[config.mk]
export PLATFORM = sky130hd
export DESIGN_NAME = pipelined_ripple_adder
export DESIGN_NICKNAME = d
export VERILOG_FILES = /design/src/rtl/pipelined_ripple_adder.sv
export SDC_FILE = /design/constraint.sdc
export NUM_CORES = 1
export LEC_CHECK = 0
export CELL_PAD_IN_SITES_DETAIL_PLACEMENT = 1
export CELL_PAD_IN_SITES_GLOBAL_PLACEMENT = 2
export CORE_MARGIN = 1.5
export CORE_UTILIZATION = 38
export CTS_BUF_LIST = sky130_fd_sc_hd__clkbuf_4 sky130_fd_sc_hd__clkbuf_8 sky130_fd_sc_hd__clkbuf_16
export CTS_CLUSTER_DIAMETER = 200
export DETAILED_ROUTE_END_ITERATION = 12
export GPL_TIMING_DRIVEN = 0
export PLACE_DENSITY_LB_ADDON = 0.1
export SYNTH_ARGS = -nofsm -noshare
export SYNTH_HDL_FRONTEND = slang
export SYNTH_SLANG_ARGS = --single-unit
[constraint.sdc]
create_clock -name clk -period 7.63 [get_ports clk]
set_input_delay 1.526 -clock clk [delete_from_list [all_inputs] [get_ports clk]]
set_output_delay 1.526 -clock clk [all_outputs]
set_load 0.005 [all_outputs]
[src/rtl/pipelined_ripple_adder.sv]
// Pipelined ripple-carry adder/subtractor: one CHUNK-bit slice per stage, carry registered
// between stages, global-stall valid/ready handshake on both sides.
module pipelined_ripple_adder #(
  parameter int WIDTH = 16,
  parameter int CHUNK = 4
) (
  input  logic             clk,
  input  logic             rst,
  input  logic             in_valid,
  output logic             in_ready,
  input  logic [WIDTH-1:0] a,
  input  logic [WIDTH-1:0] b,
  input  logic             cin,
  input  logic             sub,
  output logic             out_valid,
  input  logic             out_ready,
  output logic [WIDTH-1:0] sum,
  output logic             cout,
  output logic             ovf
);
  localparam int CHUNK_SAFE = (CHUNK < 1) ? 1 : CHUNK;
  localparam int STAGES     = WIDTH / CHUNK_SAFE;

  if ((CHUNK < 1) || ((WIDTH % CHUNK_SAFE) != 0)) begin : g_param_check
    $error("pipelined_ripple_adder: WIDTH must be a positive multiple of CHUNK");
  end

  // Level 0 captures the operands; level k+1 holds the result of stage k. acc starts as A and
  // rotates right one slice per stage, with each finished sum slice entering at the top, so the
  // live slice is always at the bottom and the full sum is aligned after the last stage.
  logic [STAGES:0]  v_q, v_d;
  logic [STAGES:0]  c_q, c_d;
  logic [WIDTH-1:0] acc_q [STAGES+1];
  logic [WIDTH-1:0] acc_d [STAGES+1];
  logic [WIDTH-1:0] opb_q [STAGES];
  logic [WIDTH-1:0] opb_d [STAGES];
  logic [CHUNK:0]   slice [STAGES];
  logic             cmsb_q, cmsb_d;
  logic             advance;

  assign advance   = !v_q[STAGES] || out_ready;
  assign in_ready  = advance;
  assign out_valid = v_q[STAGES];
  assign sum       = acc_q[STAGES];
  assign cout      = c_q[STAGES];
  assign ovf       = cmsb_q ^ c_q[STAGES];

  // NOTE: every combinational output is assigned on every path, so no latch is inferred.
  always_comb begin
    v_d[0]   = in_valid;
    c_d[0]   = sub | cin;
    acc_d[0] = a;
    opb_d[0] = sub ? ~b : b;
    for (int k = 0; k < STAGES; k++) begin
      slice[k]   = {1'b0, acc_q[k][CHUNK-1:0]} + {1'b0, opb_q[k][CHUNK-1:0]}
                 + {{CHUNK{1'b0}}, c_q[k]};
      v_d[k+1]   = v_q[k];
      c_d[k+1]   = slice[k][CHUNK];
      acc_d[k+1] = (acc_q[k] >> CHUNK) | (WIDTH'(slice[k][CHUNK-1:0]) << (WIDTH - CHUNK));
    end
    for (int k = 1; k < STAGES; k++) begin
      opb_d[k] = (opb_q[k-1] >> CHUNK) | (opb_q[k-1] << (WIDTH - CHUNK));
    end
    // Carry into the MSB recovered from the MSB's own operand and sum bits.
    cmsb_d = acc_q[STAGES-1][CHUNK-1] ^ opb_q[STAGES-1][CHUNK-1]
           ^ slice[STAGES-1][CHUNK-1];
  end

  // NOTE: state registers use non-blocking assignments so every stage samples pre-edge values.
  always_ff @(posedge clk or posedge rst) begin
    if (rst) begin
      // NOTE: the per-stage arrays are plain flops rather than a RAM, so they take the reset.
      v_q    <= '0;
      c_q    <= '0;
      cmsb_q <= 1'b0;
      acc_q  <= '{default: '0};
      opb_q  <= '{default: '0};
    end else if (advance) begin
      v_q    <= v_d;
      c_q    <= c_d;
      cmsb_q <= cmsb_d;
      acc_q  <= acc_d;
      opb_q  <= opb_d;
    end
  end
endmodule

After elaboration in Yosys (flattened, before gate mapping). Cells that the tools add are included. Widths: inputs -> output; s select.

Bits in registers: 131. Bits in latches: 0. Memory bits (writable): 0. Memory bits (read-only): 0. Input bits: 38. Output and inout port bits: 20. Memories: 0.

Add/subtract/negate cells: 8. Multiply operators: 0. Divide/modulo/power cells: 0. Order comparisons: 0. Equal/unequal tests: 0. Shift-type cells: 0. Muxes and demuxes: 1. Bitwise gates (word level): 12. Reduce and logical (&&, ||, !) cells: 2.

Operators by type and width (number): $or 12x16->16 (4); $add 4x4->5 (4); $add 5x1->5 (4); $mux 16 (1); $not 16->16 (1); $or 12x1->12 const B (1); $or 8x1->8 const B (1); $or 4x1->4 const B (1); $xor 1x1->1 (3); $logic_not 1->1 (1); $logic_or 1x1->1 (1); $or 1x1->1 (1).

Longest topological paths before layout.
Depth in word-level cells: 3. Gate-level depth with buffers: 7.

Worst setup path before layout. Ideal clock, no wire load.

Path type: input to output. From: in out_ready. To: out in_ready. Arrival: 2023 ps. Data required time: 6104 ps. Setup slack: 4081 ps. Stages: 5. Path buffers: 3. Path through: nor2b_4 buf_6 inv_2 buf_6 buf_6.

Cells in the longest elaborated chain, start to end: 1.

Ends and longest elaborated chain: start: declaration (line 16) `input logic out_ready,`; $logic_or 1x1->1 (line 41) `assign advance = !v_q[STAGES] || out_ready;`; end: declaration (line 10) `output logic in_ready,`.

No other way between the ends.

Final worst setup path. Same ends and word-level chain as after synthesis.

==> impl_metrics.toml <==
[timing]
setup_tns_ns = 0
setup_ws_ns = 2.988
max_freq_ghz = 0.2154
worstMarginPinSlew_ns = 0.5636
setup_viol = 0
relSlewSlack_pct = 62.43
period_needed_ns = 4.642
final_hold_viol_count = 0
maxSlewViolCount = 0
rsz0062_at_grt = "false"
skew_ns = 0.004079
finalCritPeriodShare_pct = 60.84

[detailed_routing]
drt_first_pass_iters = 6
drt_iter0_drc = 147
via_per_inst = 4.619
vias = 4079
ant_nets = 0
post_drt_wl_per_cell_um = 14.27
drcViolationCount = 0
routed_wl_mm = 12.60

[cells_and_area]
antennaDiodeCount = 0
drive_gt1_share_pct = 11.73
area_growth_pct = 24.55
nets = 745

[pwr]
power_density_nw_per_um2 = 426.0
combPwrFrac_pct = 34.4
swShare_pct = 33.26
pwr-share-clk_pct = 25.9
vdd_drop_max_mv = 0.1735
power.switching_w = 0.001011
pwr-share-seq_pct = 39.7
p_int_w = 0.002028
power.leakage_nw = 3.601

[logic_synthesis]
yosys.area.top_type = "dfrtp_1"
ys_async_sr_fraction_pct = 100.0
ys_types = 24
synthTopCellsByArea = "dfrtp_1, nand2_1, buf_4"
post_synth_instance_area_um2 = 5728
syn_nets = 669
ys_ff_latch = 131
synth_edf_count = 0
synth.top_cell.area_share_pct = 57.23
ys_seq_area_share_pct = 57.23
avgSynthCellArea_um2 = 9.375
synthesis.instances = 611
synthFlopType = "dfrtp_1"
yosysWarnings = 0

[clocking]
clock_path_buffers = 2
clockRootBuffer = "clkbuf_16"
post_cts_buffers = 0
cts_buffers = 17
clk_latency_ns = 0.42
path_clk_slew_ns = 0.05
cts.repair.resized = 0
cts_hold_buf = 0
htreeDepth = 4
cts_tree = "built"
numClockSinks = 131

[flow_run]
max_cap_violations = 0

[critical_path]
worst-path-buf-inv = 6
crit_family = "buffers and inverters"
cp.arrival_ns = 3.12
crit_top_cell = "buf_6"
crit_path_max_incr_delay_ns = 0.51
cp.required_ns = 6.10
crit_type = "in2out"
worstSetupEndpointType = "output pin"
cp-start-kind = "input pin"
crit_path_top_delay_cell = "clkdlybuf4s50_1"
cp_max_fo = 10
worstPathCellList = "clkdlybuf4s50_1, nor2b_4, buf_6, inv_2, buf_6, buf_6, clkdlybuf4s50_1"

[global_routing]
track_usage_pct = 17.79
overflow = 0
grt_pass1_wl_mm = 21.69
first_global_vias = 4398
grt_max_degree = 78
antenna_found_initial = 0

[place]
dp_hpwl_mm = 9.203
pre_cts_ws_ns = 2.969
io_buffers = 56
place.gp.congestion = 0.7192

[floorplanning]
row_count = 44
die_y_um = 125.8
boundaryPins = 58
start_util_pct = 39.11
core-area_um2 = 14640
die_w_um = 125.8
die-area_um2 = 15820

[min_path]
hold_class = "reg2reg"

[outcome]
outcome = "completed"
cells by family after synthesis:
| logic type | synth area share, % |
|---|---|
| compound gates | 5.548 |
| buf+inv | 7.274 |
| simple gates | 21.32 |
| flops | 57.23 |
| xor+xnor | 3.211 |
| fa+ha+maj | 5.417 |
layout by cell type, fill, tap and decap left out:
master           instances
dfrtp_1                131
ha_1                    12
nand2_1                300
nor2b_4                  1
inv_2                    1
o21ai_0                 28
buf_16                   1
clkbuf_4                 4
buf_4                   33
clkdlybuf4s50_1         56
xnor2_1                 15
o21ai_1                  9
o21a_1                   2
xor2_1                   6
nor2b_1                  4
buf_6                    7
fa_1                     8
bufinv_16                1
clkbuf_16               17
a21o_1                   4
clkbuf_1                 4
a21oi_2                  4
inv_1                   14
nor2_1                  12
nor3_1                   1
buf_2                    3
clkinv_2                 3
a21oi_1                  9
clkbuf_8                 6
inv_6                    1
nand2b_1                 1
o31ai_1                  1
power groups by stage:
| stage | logic [W] | clock network [W] | registers [W] |
|---|---|---|---|
| 3_5_place_dp | 0.00106 | 0 | 0.00122 |
| 3_3_place_gp | 0.00101 | 0 | 0.00121 |
| 6_report | 0.00105 | 0.000788 | 0.00121 |
| 2_1_floorplan | 0.000727 | 0 | 0.00114 |
| 5_1_grt | 0.00121 | 0.000837 | 0.00124 |
| 4_1_cts | 0.00107 | 0.000808 | 0.00121 |
worst register-to-register path: stages, from the launching register on:
cell and delay, ns:
dfrtp_1 0.42, fa_1 0.47, fa_1 0.42, a21o_1 0.20, a21oi_1 0.15, a21oi_1 0.09
area by class of cell:
type                       count  area, um^2
clock inverter                 4       45.04
inverter                      16       65.06
timing repair buffer          57       588.1
buffer                        47       356.6
clock buffer                  27       538.0
tap                          184       230.2
sequential                   131        3278
multi-input combinational    417        2033
fill                        1686        7510
final timing paths:
check / from / endpoint / slack (ns) / cells after the start
max in group asynchronous: rst / opb_q[18] / 5.35 / 3
min reg2reg: v_q[3] / v_q[4] / 0.46 / 1
max reg2reg: c_q[3] / c_q[4] / 5.78 / 5
max: out_ready / in_ready / 2.99 / 7
min: v_q[3] / v_q[4] / 0.46 / 1
min in group asynchronous: rst / sum[2] / 1.52 / 2
metrics by stage:
step / std cells / hold WS (ns) / instance area (um^2) / power, W / util, %
CTS: 883 / 0.4649 / 7134 / 0.003094 / 48.72
detailed placement: 852 / 0.4486 / 6551 / 0.002282 / 44.74
floorplan: 611 / 0.4300 / 5728 / 0.001872 / -
global route: 883 / 0.4832 / 7134 / 0.003290 / 48.72
global placement: 851 / 0.4432 / 6519 / 0.002219 / 44.51
finish: 883 / 0.4569 / 7134 / 0.003039 / 48.72
state kept, by name (all words and copies together), names as in the netlist:
signal	cells
cmsb_q	1
sum	16
v_q	5
acc_q	64
opb_q	40
c_q	5
Yosys cell counts, types with 2 or more instances:
| master | count |
|---|---|
| clkbuf_1 | 4 |
| fa_1 | 8 |
| nand2_1 | 300 |
| o21ai_0 | 28 |
| buf_6 | 7 |
| xor2_1 | 6 |
| buf_2 | 3 |
| a21oi_2 | 4 |
| inv_1 | 15 |
| nor2b_1 | 4 |
| dfrtp_1 | 131 |
| xnor2_1 | 15 |
| nor2_1 | 12 |
| buf_4 | 33 |
| a21oi_1 | 9 |
| o21a_1 | 2 |
| ha_1 | 12 |
| a21o_1 | 4 |
| o21ai_1 | 9 |
routing by layer:
metal | share of wire, % | GRT usage [%] | vias to the layer above | wire (um)
li1 | - | - | 2017 | -
met1 | 46 | 22.09 | 1979 | 5747
met2 | 50 | 30.32 | 65 | 6245
met3 | 3.0 | 3.781 | 18 | 372
met4 | 1.9 | 7.302 | 0 | 237
met5 | 0 | 0 | - | 0
Note: power is estimated with default switching activity, not from simulation.
==> variant 1: new RTL, same settings <==
Change the parameter `CHUNK` from 4 to 8.
--- a/src/rtl/pipelined_ripple_adder.sv
+++ b/src/rtl/pipelined_ripple_adder.sv
@@ -4,3 +4,3 @@
   parameter int WIDTH = 16,
-  parameter int CHUNK = 4
+  parameter int CHUNK = 8
 ) (
Check against the original RTL: not equivalent (a bounded check fails within 4 cycles, from zero or initial values and one cycle with rst high).
==> variant 1 against the original RTL <==
Non-clock buffer count is 12 lower; sequential cell count shrank 52; via count fell by 30%; register-to-register slack lost 0.48 ns; routed wire length decreased by 28%; area after synthesis is 34% lower; setup slack worse by 0.36 ns; fmax decreased by 7.1%; sequential share of layout area shrank 4.3 points; design area decreased by 33%; total power fell by 41%.
==> variant 1: results (changes against the original RTL) <==
----------------------------------------------------
[Synthesis]
  Area contributors post-synth ... sky130_fd_sc_hd__dfrtp_1, sky130_fd_sc_hd__nand2_1, sky130_fd_sc_hd__o21ai_0 (was sky130_fd_sc_hd__dfrtp_1, sky130_fd_sc_hd__nand2_1, sky130_fd_sc_hd__buf_4)
  Synthesized-area fraction occupied by ao, oa, aoi and oai cells ... 10.5% (was 5.55%)
  Mapped Avg Cell Area ... 9.20 sq um (was 9.37 sq um)
  Post-Synth XOR/XNOR Area ... 5.84% (was 3.21%)
  Share of synthesized area occupied by flip-flops and latches ... 52.7% (was 57.2%)
  Commonest cells post-synth ... sky130_fd_sc_hd__nand2_1, sky130_fd_sc_hd__dfrtp_1, sky130_fd_sc_hd__o21ai_0 (was sky130_fd_sc_hd__nand2_1, sky130_fd_sc_hd__dfrtp_1, sky130_fd_sc_hd__buf_4)
  Mapped Nets ... 464 (was 669)
  Adder and majority gate portion of the synthesized area ... 6.80% (was 5.42%)

[Clocking]
  Clock Root Buffer ... sky130_fd_sc_hd__clkbuf_8 (was sky130_fd_sc_hd__clkbuf_16)
  Clock transition at the register clock pins on the worst setup and hold paths after CTS ... 0.08 ns (was 0.05 ns)
  Num CTS Buffers ... 9 (was 17)

[Cells and area]
  Total Nets Final ... 532 (was 745)
  Layout cell share with drive strength beyond 1 ... 8.54% (was 11.7%)

[Run status]
  Status ... finished, final reports clean (unchanged)

[Global route]
  Number of global-route vias before repair ... 2972 (was 4398)
  Global-route wire length before repair ... 15.1 mm (was 21.7 mm)
  Pin count of the biggest net entering global routing ... 61 (was 78)
  GRT Util Overall ... 19.4% (was 17.8%)

[Detailed routing]
  Routed vias ... 2854 (was 4079)
  Drt first pass iters ... 4 (was 6)
  Average vias per placed instance ... 4.66 (was 4.62)
  Iter 0 DRT Violations ... 48 (was 147)

[Placement]
  Gpl congestion ... 0.819 (was 0.719)
  Dpl cell area ... 0.00451 sq mm (was 0.00655 sq mm)
  Number of placed instances, taps included ... 598 (was 852)
  Pre-CTS setup slack ... 2.63 ns (was 2.97 ns)

[Power]
  Static power due to leakage ... 2.22 nW (was 3.60 nW)

[Worst setup path]
  Data arrival time at the worst-slack endpoint ... 3.47 ns (was 3.12 ns)

----------------------------------------------------
## variant 1: worst paths after layout
kind,from,endpoint,slack [ns],depth (start not counted)
max reg2reg,c_q[0],c_q[1],5.30,7
min in group asynchronous,rst,acc_q[45],1.47,2
max,out_ready,in_ready,2.63,6
min,v_q[1],v_q[1],0.47,2
max in group asynchronous,rst,opb_q[16],5.59,3
min reg2reg,v_q[1],v_q[1],0.47,2
## variant 1: routing by layer
| metal | track usage (%) | up-vias | share of wire (%) |
|---|---|---|---|
| met3 | 5.20 | 10 | 2.9 |
| met4 | 4.11 | 0 | 1.2 |
| met5 | 0 | - | 0 |
| li1 | - | 1437 | - |
| met2 | 31.7 | 46 | 46 |
| met1 | 26.0 | 1361 | 49 |
## variant 1: area by class of cell
cell class              instances  area, sq um
inverters                       7         28.8
well taps                     133          166
multi-input cells             287         1550
fillers                      1136         4940
repair buffers                 57          588
flip-flops and latches         79         1980
plain buffers                  35          199
clock inverters                 5          106
clock buffers                  10          131
## variant 1: worst max-delay path, cell delays in order
cell,delay [ns]
sky130_fd_sc_hd__clkdlybuf4s50_1,0.45
sky130_fd_sc_hd__nor2b_1,0.04
sky130_fd_sc_hd__buf_2,0.17
sky130_fd_sc_hd__clkinv_1,0.14
sky130_fd_sc_hd__clkbuf_1,0.52
sky130_fd_sc_hd__clkdlybuf4s50_1,0.62
## variant 1: power groups by stage
stage	Sequential [mW]	Combinational (mW)	Clock [mW]
final	0.679	0.746	0.373
after global routing	0.702	0.849	0.399
after CTS	0.681	0.759	0.382
after detailed placement	0.688	0.749	0
after global placement	0.683	0.716	0
after floorplan	0.651	0.496	0
==> variant 2: new RTL, same settings <==
Without the edit above. Make the reset (`rst`) synchronous in one clocked block.
--- a/src/rtl/pipelined_ripple_adder.sv
+++ b/src/rtl/pipelined_ripple_adder.sv
@@ -69,3 +69,3 @@
   // NOTE: state registers use non-blocking assignments so every stage samples pre-edge values.
-  always_ff @(posedge clk or posedge rst) begin
+  always_ff @(posedge clk) begin
     if (rst) begin
Check against the original RTL: differs if rst is asserted again (counterexample within 10 cycles, from zero or initial values and one cycle with rst high); with rst held inactive, the same outputs for 10 cycles.
==> variant 2 against the original RTL <==
Global-route usage grew 3.5 points; final cell count grew 2.5%; routed wire length grew 16%; setup slack lost 0.18 ns; sequential cell count is the same; die area shrank 6.0%; design area shrank 6.0%; area after synthesis shrank 6.2%; critical endpoint unchanged.
Power is not compared: it rests on default switching activity, and its combinational part moved more than twofold at a synthesized area within 25%.
==> variant 2: results (changes against the original RTL) <==
----------------------------------------------------
[Run status]
  Status ... finished, final reports clean (unchanged)

[Synthesis]
  Adder and majority gate portion of the synthesized area ... 5.77% (was 5.42%)
  Most used flip-flop cell after synthesis ... sky130_fd_sc_hd__dfxtp_1 (was sky130_fd_sc_hd__dfrtp_1)
  Synthesized-area fraction occupied by ao, oa, aoi and oai cells ... 16.3% (was 5.55%)
  Mapped Nets ... 696 (was 669)
  Area contributors post-synth ... sky130_fd_sc_hd__dfxtp_1, sky130_fd_sc_hd__nand2_1, sky130_fd_sc_hd__a21oi_1 (was sky130_fd_sc_hd__dfrtp_1, sky130_fd_sc_hd__nand2_1, sky130_fd_sc_hd__buf_4)
  Instance count of the mapped netlist ... 638 (was 611)
  Share of synthesized registers carrying an async set or reset ... 0% (was 100%)

[Worst setup path]
  Worst R2R Setup Slack ... 5.68 ns (was 5.78 ns)
  R2r startpoint ... c_q[3] (unchanged)
  Data arrival time at the worst-slack endpoint ... 3.29 ns (was 3.12 ns)
  FF-to-FF End ... c_q[4] (unchanged)
  Worst path max stage delay ... 0.54 ns (was 0.51 ns)

[Global route]
  Met3 usage in global routing ... 4.40% (was 3.78%)
  Number of global-route vias before repair ... 4552 (was 4398)
  Global-route wire length before repair ... 23.6 mm (was 21.7 mm)
  Global routing met1 resource utilization ... 26.4% (was 22.1%)

[Worst hold path]
  Hold path endpoint ... sum[11] (was v_q[4])
  Depth of the worst hold-timing path ... 2 (was 1)

[Cells and area]
  Sequential standard cell area ... 0.00262 sq mm (was 0.00328 sq mm)
  Layout cell share with drive strength beyond 1 ... 12.4% (was 11.7%)
  Count of multi-input gates ... 434 (was 417)
  Proportion of final cell area spent on non-clock buffers ... 13.6% (was 13.2%)
  Clock buffer and inverter area fraction after layout ... 8.12% (was 8.17%)
  Number of filler instances in the final layout ... 1657 (was 1686)
  Inverter count ... 12 (was 16)

[Placement]
  Number of placed instances, taps included ... 874 (was 852)
  Gpl congestion ... 0.827 (was 0.719)

[Detailed routing]
  Average vias per placed instance ... 4.94 (was 4.62)
  Routed length on met1 ... 6.80 mm (was 5.75 mm)
  Detail Route met3 WL ... 448 um (was 372 um)
  Iter 0 DRT Violations ... 201 (was 147)
  DRT Wirelength ... 14.7 mm (was 12.6 mm)
  Routed vias ... 4473 (was 4079)

[STA]
  Final setup skew ... 0.00726 ns (was 0.00408 ns)

----------------------------------------------------
## variant 2: cell count changes in the layout (fill, tap and decap cells not counted), sizes merged, moves of 4 or more
cell and delta:
inv -4, a2111o +4, a211oi +27, nand3b +6, dfxtp +131, o21ai -34, buf +7, clkbuf +6
dfrtp -131, nand2 -101, a21oi +90, o211ai +4, nor2 +19
## variant 2: metrics by stage
step                      utilization (%)  instance area, sq um  setup slack (ns)
final                                48.5                  6700              2.81
after global routing                 48.5                  6700              2.73
after CTS                            48.5                  6700              2.79
after detailed placement             44.5                  6160              2.80
after global placement               44.5                  6160              2.82
after floorplan                         -                  5370              4.09
## variant 2: cells by family after synthesis
family          after synthesis
compound gates              145
xor+xnor                     21
fa+ha+maj                    20
buf+inv                      73
flops                       131
simple gates                248
## variant 2: power by group through the flow
stage	combinational [mW]	clock, mW	sequential, mW
detailed placement	0.118	0	0.756
global placement	0.113	0	0.755
global route	0.132	0.793	0.745
finish	0.118	0.749	0.741
floorplan	0.0728	0	0.746
CTS	0.119	0.765	0.741
